**src/rtl/instr_encoder_loader.sv**
```systemverilog
// Packs symbolic controller instruction fields into 32-bit machine words and streams them into imem.
// One word per accepted beat. Illegal encodings or running past MAX_WORDS abort the load with an error code.
module instr_encoder_loader #(
    parameter int ADDR_WIDTH = 6,
    parameter int BASE_ADDR  = 0,
    parameter int MAX_WORDS  = 64
) (
    input  logic                  clk,
    input  logic                  reset,
    input  logic                  start,
    input  logic                  in_valid,
    output logic                  in_ready,
    input  logic                  in_last,
    input  logic [3:0]            cond,
    input  logic [1:0]            op,
    input  logic [5:0]            funct,
    input  logic [3:0]            rn,
    input  logic [3:0]            rd,
    input  logic [11:0]           src2,
    input  logic [23:0]           imm24,
    output logic                  mem_we,
    input  logic                  mem_ready,
    output logic [ADDR_WIDTH-1:0] mem_addr,
    output logic [31:0]           mem_wdata,
    output logic [ADDR_WIDTH:0]   count,
    output logic                  done,
    output logic                  error,
    output logic [1:0]            err_code
);

    localparam logic [ADDR_WIDTH-1:0] BASE     = ADDR_WIDTH'(BASE_ADDR);
    localparam logic [ADDR_WIDTH-1:0] ADDR_TOP = '1;
    localparam logic [ADDR_WIDTH:0]   MAX_CNT  = (ADDR_WIDTH + 1)'(MAX_WORDS);

    typedef enum logic [2:0] {
        S_IDLE,
        S_LOAD,
        S_WRITE,
        S_DONE,
        S_ERR
    } state_t;

    state_t                  state_reg, state_next;
    logic [ADDR_WIDTH:0]     count_reg, count_next;
    logic [ADDR_WIDTH-1:0]   addr_reg, addr_next;
    logic [31:0]             wdata_reg, wdata_next;
    logic [1:0]              err_code_reg, err_code_next;
    logic                    last_reg, last_next;

    logic                    dp_legal;
    logic                    legal;
    logic [31:0]             encoded;

    // Only the opcode set the controller decodes is accepted; funct[5]=I and funct[0]=S pass through.
    always_comb begin
        dp_legal = 1'b0;
        case (funct[4:1])
            4'b0100, 4'b0010, 4'b0000, 4'b1100, 4'b1111, 4'b0001: dp_legal = 1'b1;
            default: dp_legal = 1'b0;
        endcase

        case (op)
            2'b00:   legal = dp_legal;
            2'b01:   legal = (funct == 6'b011001) || (funct == 6'b011000);
            2'b10:   legal = 1'b1;
            default: legal = 1'b0;
        endcase
        if (cond == 4'hF) begin
            legal = 1'b0;
        end

        if (op == 2'b10) begin
            encoded = {cond, 2'b10, 2'b10, imm24};
        end else begin
            encoded = {cond, op, funct, rn, rd, src2};
        end
    end

    always_comb begin
        state_next    = state_reg;
        count_next    = count_reg;
        addr_next     = addr_reg;
        wdata_next    = wdata_reg;
        err_code_next = err_code_reg;
        last_next     = last_reg;

        in_ready = (state_reg == S_LOAD);
        mem_we   = (state_reg == S_WRITE);
        done     = (state_reg == S_DONE);
        error    = (state_reg == S_ERR);

        case (state_reg)
            S_IDLE, S_DONE, S_ERR: begin
                if (start) begin
                    state_next    = S_LOAD;
                    count_next    = '0;
                    addr_next     = BASE;
                    err_code_next = 2'b00;
                    last_next     = 1'b0;
                end
            end
            S_LOAD: begin
                if (in_valid) begin
                    if (legal) begin
                        wdata_next = encoded;
                        last_next  = in_last;
                        state_next = S_WRITE;
                    end else begin
                        err_code_next = 2'b01;
                        state_next    = S_ERR;
                    end
                end
            end
            S_WRITE: begin
                if (mem_ready) begin
                    count_next = count_reg + 1'b1;
                    // Saturate so a program ending on the top word leaves mem_addr in range.
                    addr_next  = (addr_reg == ADDR_TOP) ? addr_reg : addr_reg + 1'b1;
                    if (last_reg) begin
                        state_next = S_DONE;
                    end else if (count_next == MAX_CNT) begin
                        err_code_next = 2'b10;
                        state_next    = S_ERR;
                    end else begin
                        state_next = S_LOAD;
                    end
                end
            end
            default: state_next = S_IDLE;
        endcase
    end

    always_ff @(posedge clk or negedge reset) begin
        if (!reset) begin
            state_reg    <= S_IDLE;
            count_reg    <= '0;
            addr_reg     <= BASE;
            wdata_reg    <= '0;
            err_code_reg <= 2'b00;
            last_reg     <= 1'b0;
        end else begin
            state_reg    <= state_next;
            count_reg    <= count_next;
            addr_reg     <= addr_next;
            wdata_reg    <= wdata_next;
            err_code_reg <= err_code_next;
            last_reg     <= last_next;
        end
    end

    assign count     = count_reg;
    assign mem_addr  = addr_reg;
    assign mem_wdata = wdata_reg;
    assign err_code  = err_code_reg;

endmodule
```
**config.mk**
```make
export PLATFORM = sky130hd
export DESIGN_NAME = instr_encoder_loader
export DESIGN_NICKNAME = d
export VERILOG_FILES = /design/src/rtl/instr_encoder_loader.sv
export SDC_FILE = /design/constraint.sdc
export NUM_CORES = 1
export LEC_CHECK = 0
export BUFFER_PORTS_ARGS = -buffer_cell sky130_fd_sc_hd__buf_2
export CAP_MARGIN = 20
export CORE_ASPECT_RATIO = 0.6
export CORE_UTILIZATION = 47
export CTS_BUF_LIST = sky130_fd_sc_hd__clkbuf_4 sky130_fd_sc_hd__clkbuf_8 sky130_fd_sc_hd__clkbuf_16
export DETAILED_ROUTE_END_ITERATION = 8
export GPL_TIMING_DRIVEN = 0
export PLACE_DENSITY = 0.82
export SYNTH_ARGS = -nofsm -noshare
export SYNTH_HDL_FRONTEND = slang
export SYNTH_SLANG_ARGS = --single-unit
```
**constraint.sdc**
```tcl
create_clock -name clk -period 2.2 [get_ports clk]
set_clock_uncertainty 0.05 [all_clocks]
set_input_delay 0.11 -clock clk [delete_from_list [all_inputs] [get_ports clk]]
set_output_delay 0.11 -clock clk [all_outputs]
set_load 0.01 [all_outputs]
```
; Word level (Yosys, flattened, before mapping)
; Cells that the tools add are included.
; Widths: inputs -> output; s select.
[op_classes]
reduce_logical = 15
n_eq_ne = 24
muxes = 29
n_addsub = 2
[ops]
columns = cell, n
row1 = $mux 28, 1
row2 = $mux 3, 6
row3 = $mux 6, 3
row4 = $mux 7, 2
row5 = $pmux 7 s2, 1
row6 = $eq 4x4->1 const B, 3
row7 = $eq 6x5->1 const B, 2
row8 = $mux 2, 6
row9 = $pmux 6 s2, 1
row10 = $ne 2x2->1 const B, 5
row11 = $pmux 3 s3, 1
row12 = $reduce_and 3->1, 3
row13 = $reduce_and 4->1, 2
row14 = $add 7x1->7 const B, 1
row15 = $eq 7x7->1 const B, 1
row16 = $reduce_and 7->1, 1
row17 = $add 6x1->6 const B, 1
row18 = $eq 3x2->1 const B, 2
row19 = $eq 6x6->1 const B, 1
row20 = $ne 2x1->1 const B, 3
row21 = $pmux 2 s3, 1
row22 = $reduce_or 6->1, 1
row23 = $mux 1, 5
row24 = $eq 4x1->1 const B, 1
row25 = 15 further kinds, 16
[totals]
word_cells = 76
output_inout_bits = 51
in_bits = 62
reg_bits = 51

; Depth between registers and ports, before layout
[depth]
word_depth = 8
mapped_depth = 7
mapped_depth_nobuf = 6

; Worst setup path before layout
; OpenSTA, ideal clock, no wires.
[synth_path]
kind = register to register
from = register state_reg[2]
to = register wdata_reg[26] (netlist: mem_wdata[26])
period_less_slack_ps = 1818
setup_time_ps = 128
arrival_time_ps = 1641
stages_incl_launch_ff = 6
path_slack_ps = 382
path_cell_list = dfrtp_1 > nor3b_4 > nand2_1 > a211oi_2 > buf_4 > mux2_1
[synth_between]
elab_chain_cells = 2
[synth_lines]
columns = element, line_no
row1 = "start, declared", 43  ; state_t state_reg, state_next;
row2 = "start signal, assigned", 142  ; state_reg <= state_next;
row3 = $eq 3x1->1, -
row4 = named net in_ready, 12  ; output logic in_ready,
row5 = $reduce_and 3->1 (no source line), -
row6 = "end signal, assigned", 145  ; wdata_reg <= wdata_next;
row7 = "end, declared", 46  ; logic [31:0] wdata_reg, wdata_next;
; The timed path passes the listed nets, and every way through them passes these cells.
; A chain may end at the register's enable or synchronous reset.

; Worst setup path in the final report
[layout_path]
from = register count_reg[0] (netlist: count[0])
to = register state_reg[0]
[layout_between]
elab_chain_cells = 6
[layout_lines]
columns = element, line_no
row1 = "start, declared", 44  ; logic [ADDR_WIDTH:0] count_reg, count_next;
row2 = "start signal, assigned", 143  ; count_reg <= count_next;
row3 = $add 7x1->7, 116  ; count_next = count_reg + 1'b1;
row4 = $eq 7x7->1, 121  ; end else if (count_next == MAX_CNT) begin
row5 = $mux 3, 121
row6 = $mux 3, 119  ; if (last_reg) begin
row7 = $mux 3, 115  ; if (mem_ready) begin
row8 = $pmux 3 s3, 92  ; case (state_reg)
; No other way between the ends. The select of a mux whose other input is x is not followed.

==> reports/qor.csv <==
metric,value,unit
outcome,completed,
path_max_fanout,6,
worstSetupPathType,register to register,
hold_violations,0,
max_slew_margin,55.4,%
portBuffers,112,
worst_slack,119,ps
endpoint_kind,register,
avgViaCountPerCell,5.27,
cts_buffers,5,
rr_startpoint,count[0],
ir_drop,0.680,mV
slew_viol_final,0,
grt_antenna_before_repair,0,
grt_pass1_wl,10.5,mm
first_pass_iters,4,
core-area,5150,µm²
hold_start,cond[1],
max_freq,0.481,GHz
finalSetupTns,0,ps
hp-class,primary input to register,
crit_path_cell_trace,ha_1 > and4_1 > nand2_1 > xnor2_1 > o2111ai_1 > o32a_1,
routedWlPerCell,14.6,µm
critPathBufInv,0,
setup_viol,0,
p_leak,1.67,nW
ys_seq_elements,51,
reg2reg_depth,6,
synth_cells,260,
r2r_slack,120,ps
die_w,97.5,µm
period_needed,2080,ps
clk_pin_slew,90,ps
holdPathStages,2,
vias,2370,
max_stage_delay,450,ps
io_pins,113,
r2r-end,state_reg[0],
ys_seq_area_share,49.6,%
place.gp.congestion,0.899,
h-tree-depth,2,
rsz0062_at_grt,no,
hpwl,4.97,mm
syn2layout_area_growth,31.0,%
cts_setup_buffers,0,
diodes,0,
grt_use_total,23.3,%
slowest_stage,dfrtp_1,
cts_tree,done,
fin_crit_sh,94.6,%
syn-num-nets,325,
clock_sinks,51,
nNetsFinal,448,
postRouteAntennaNets,0,
grt_pass1_vias,2167,
clkLatencyLatePin,300,ps
worst_setup_path_start_kind,register,
cts.path.max_buffers,2,
root_buffer,clkbuf_8,
arrival,2210,ps
drc_errors,0,
worst_pin_slew,668,ps
drive_above_1_share,36.2,%
cts_resized,0,
drtIter0Drc,172,
syn_area,2570,µm²
cts_hold_buffers,3,
largest_reg_flops,32,
cp.required,2330,ps
avgSynthCellArea,9.89,µm²
path_delay_family,compound AO/OA/AOI/OAI gates,
die_area,5780,µm²
die_h,59.3,µm
grt_max_degree,36,
overflow,0,
synth_cell_types,42,
drv_cap,0,
start_util,49.9,%
wirelength,6.55,mm
rows,20,
pre_cts_slack,156,ps
ys_warn_count,0,
min_to,mem_wdata[29],
power.density,1070,nW/µm²
[layout by cell type, fill, tap and decap left out, drive strengths merged, types with 4 or more instances in the layout]
master,count
dfrtp,51
nor3b,4
o21ai,13
nor2,34
inv,6
a21oi,33
nand2,22
mux2,9
nand3,8
mux2i,24
buf,124
clkbuf,10
[per-layer routing]
metal	vias up	wire, µm	track usage, %
li1	1166	-	-
met1	1126	3140	32.9
met2	74	3010	38.2
met3	4	362	4.13
met4	0	39	5.46
met5	-	0	0
[metrics by stage]
stage                     instances  hold slack [ps]  utilization [%]  power [mW]  instance area [µm²]
after floorplan                 260             -236                -        2.37                 2570
after global placement          438              291             62.4        2.94                 3220
after detailed placement        439             9.19             62.8        3.00                 3240
after CTS                       450             8.93             65.4        3.61                 3370
after global routing            450             15.7             65.4        3.85                 3370
final                           450             18.6             65.4        3.59                 3370
[power by group]
part           total (mW)  internal [mW]  leakage, nW  switching, mW
clock               0.599          0.300       0.0549          0.299
combinational        1.48          0.646        0.993          0.830
sequential           1.51           1.29        0.624          0.227
total                3.59           2.23         1.67           1.36
[worst reg2reg max path, cell delays in order (launching register included)]
cell	delay, ps
dfrtp_1	450
ha_1	300
and4_1	250
nand2_1	70
xnor2_1	190
o2111ai_1	270
o32a_1	380
[Yosys cell counts, drive strengths merged]
| cell | count | area [µm²] |
|---|---|---|
| dfrtp | 51 | 1280 |
| nor2 | 34 | 128 |
| a21oi | 33 | 165 |
| mux2i | 24 | 240 |
| nand2 | 22 | 82.6 |
| o21ai | 13 | 65.1 |
| buf | 11 | 62.6 |
| mux2 | 9 | 101 |
| nand3 | 8 | 40.0 |
| inv | 6 | 22.5 |
| nor3b | 4 | 41.3 |
| and3 | 3 | 18.8 |
| ha | 3 | 37.5 |
| nor3 | 3 | 15.0 |
| xnor2 | 3 | 26.3 |
| xor2 | 3 | 26.3 |
| a211oi | 2 | 20.0 |
| a31o | 2 | 17.5 |
| a31oi | 2 | 12.5 |
| clkbuf | 2 | 7.51 |
| nand3b | 2 | 15.0 |
| nand4 | 2 | 12.5 |
| nand4b | 2 | 17.5 |
| nor2b | 2 | 12.5 |
| o22ai | 2 | 12.5 |
| a21o | 1 | 7.51 |
| a22o | 1 | 8.76 |
| a2bb2oi | 1 | 8.76 |
| and2 | 1 | 6.26 |
| and4 | 1 | 8.76 |
| nand2b | 1 | 6.26 |
| nor4b | 1 | 8.76 |
| o2111ai | 1 | 8.76 |
| o211ai | 1 | 7.51 |
| o21a | 1 | 7.51 |
| o31ai | 1 | 7.51 |
| o32a | 1 | 10.0 |
[how the worst max path moves through the flow]
| stage | startpoint | to | slack (ps) | cells past startpoint |
|---|---|---|---|---|
| 6_report | count[0] | state_reg[0] | 120 | 6 |
| 3_5_place_dp | state_reg[2] | mem_wdata[31] | 160 | 5 |
| 2_1_floorplan | state_reg[2] | mem_wdata[26] | 380 | 5 |
| 5_1_grt | state_reg[2] | mem_wdata[31] | 2 | 5 |
| 3_3_place_gp | count[0] | state_reg[0] | 180 | 6 |
| 4_1_cts | state_reg[2] | mem_wdata[31] | 130 | 5 |
[layout make-up]
type                    instances  area [µm²]
well taps                      66        82.6
plain buffers                  13        70.1
repair buffers                116         611
flip-flops and latches         51        1280
inverters                       6        22.5
clock buffers                   8         104
fillers                       444        1790
multi-input cells             190        1200
[cells by family (layout without fill, tap and decap cells)]
logic type / Yosys count / in the layout / share of synthesized area (%)
flip-flops: 51 / 51 / 49.6
AND/OR/NAND/NOR: 86 / 86 / 16.1
adder cells (fa/ha/maj): 3 / 3 / 1.46
buffers and inverters: 19 / 143 / 3.60
XOR/XNOR: 6 / 6 / 2.04
multiplexers: 33 / 33 / 13.3
AO/OA/AOI/OAI: 62 / 62 / 14.0
No activity file was read; power rests on OpenSTA's default activity.
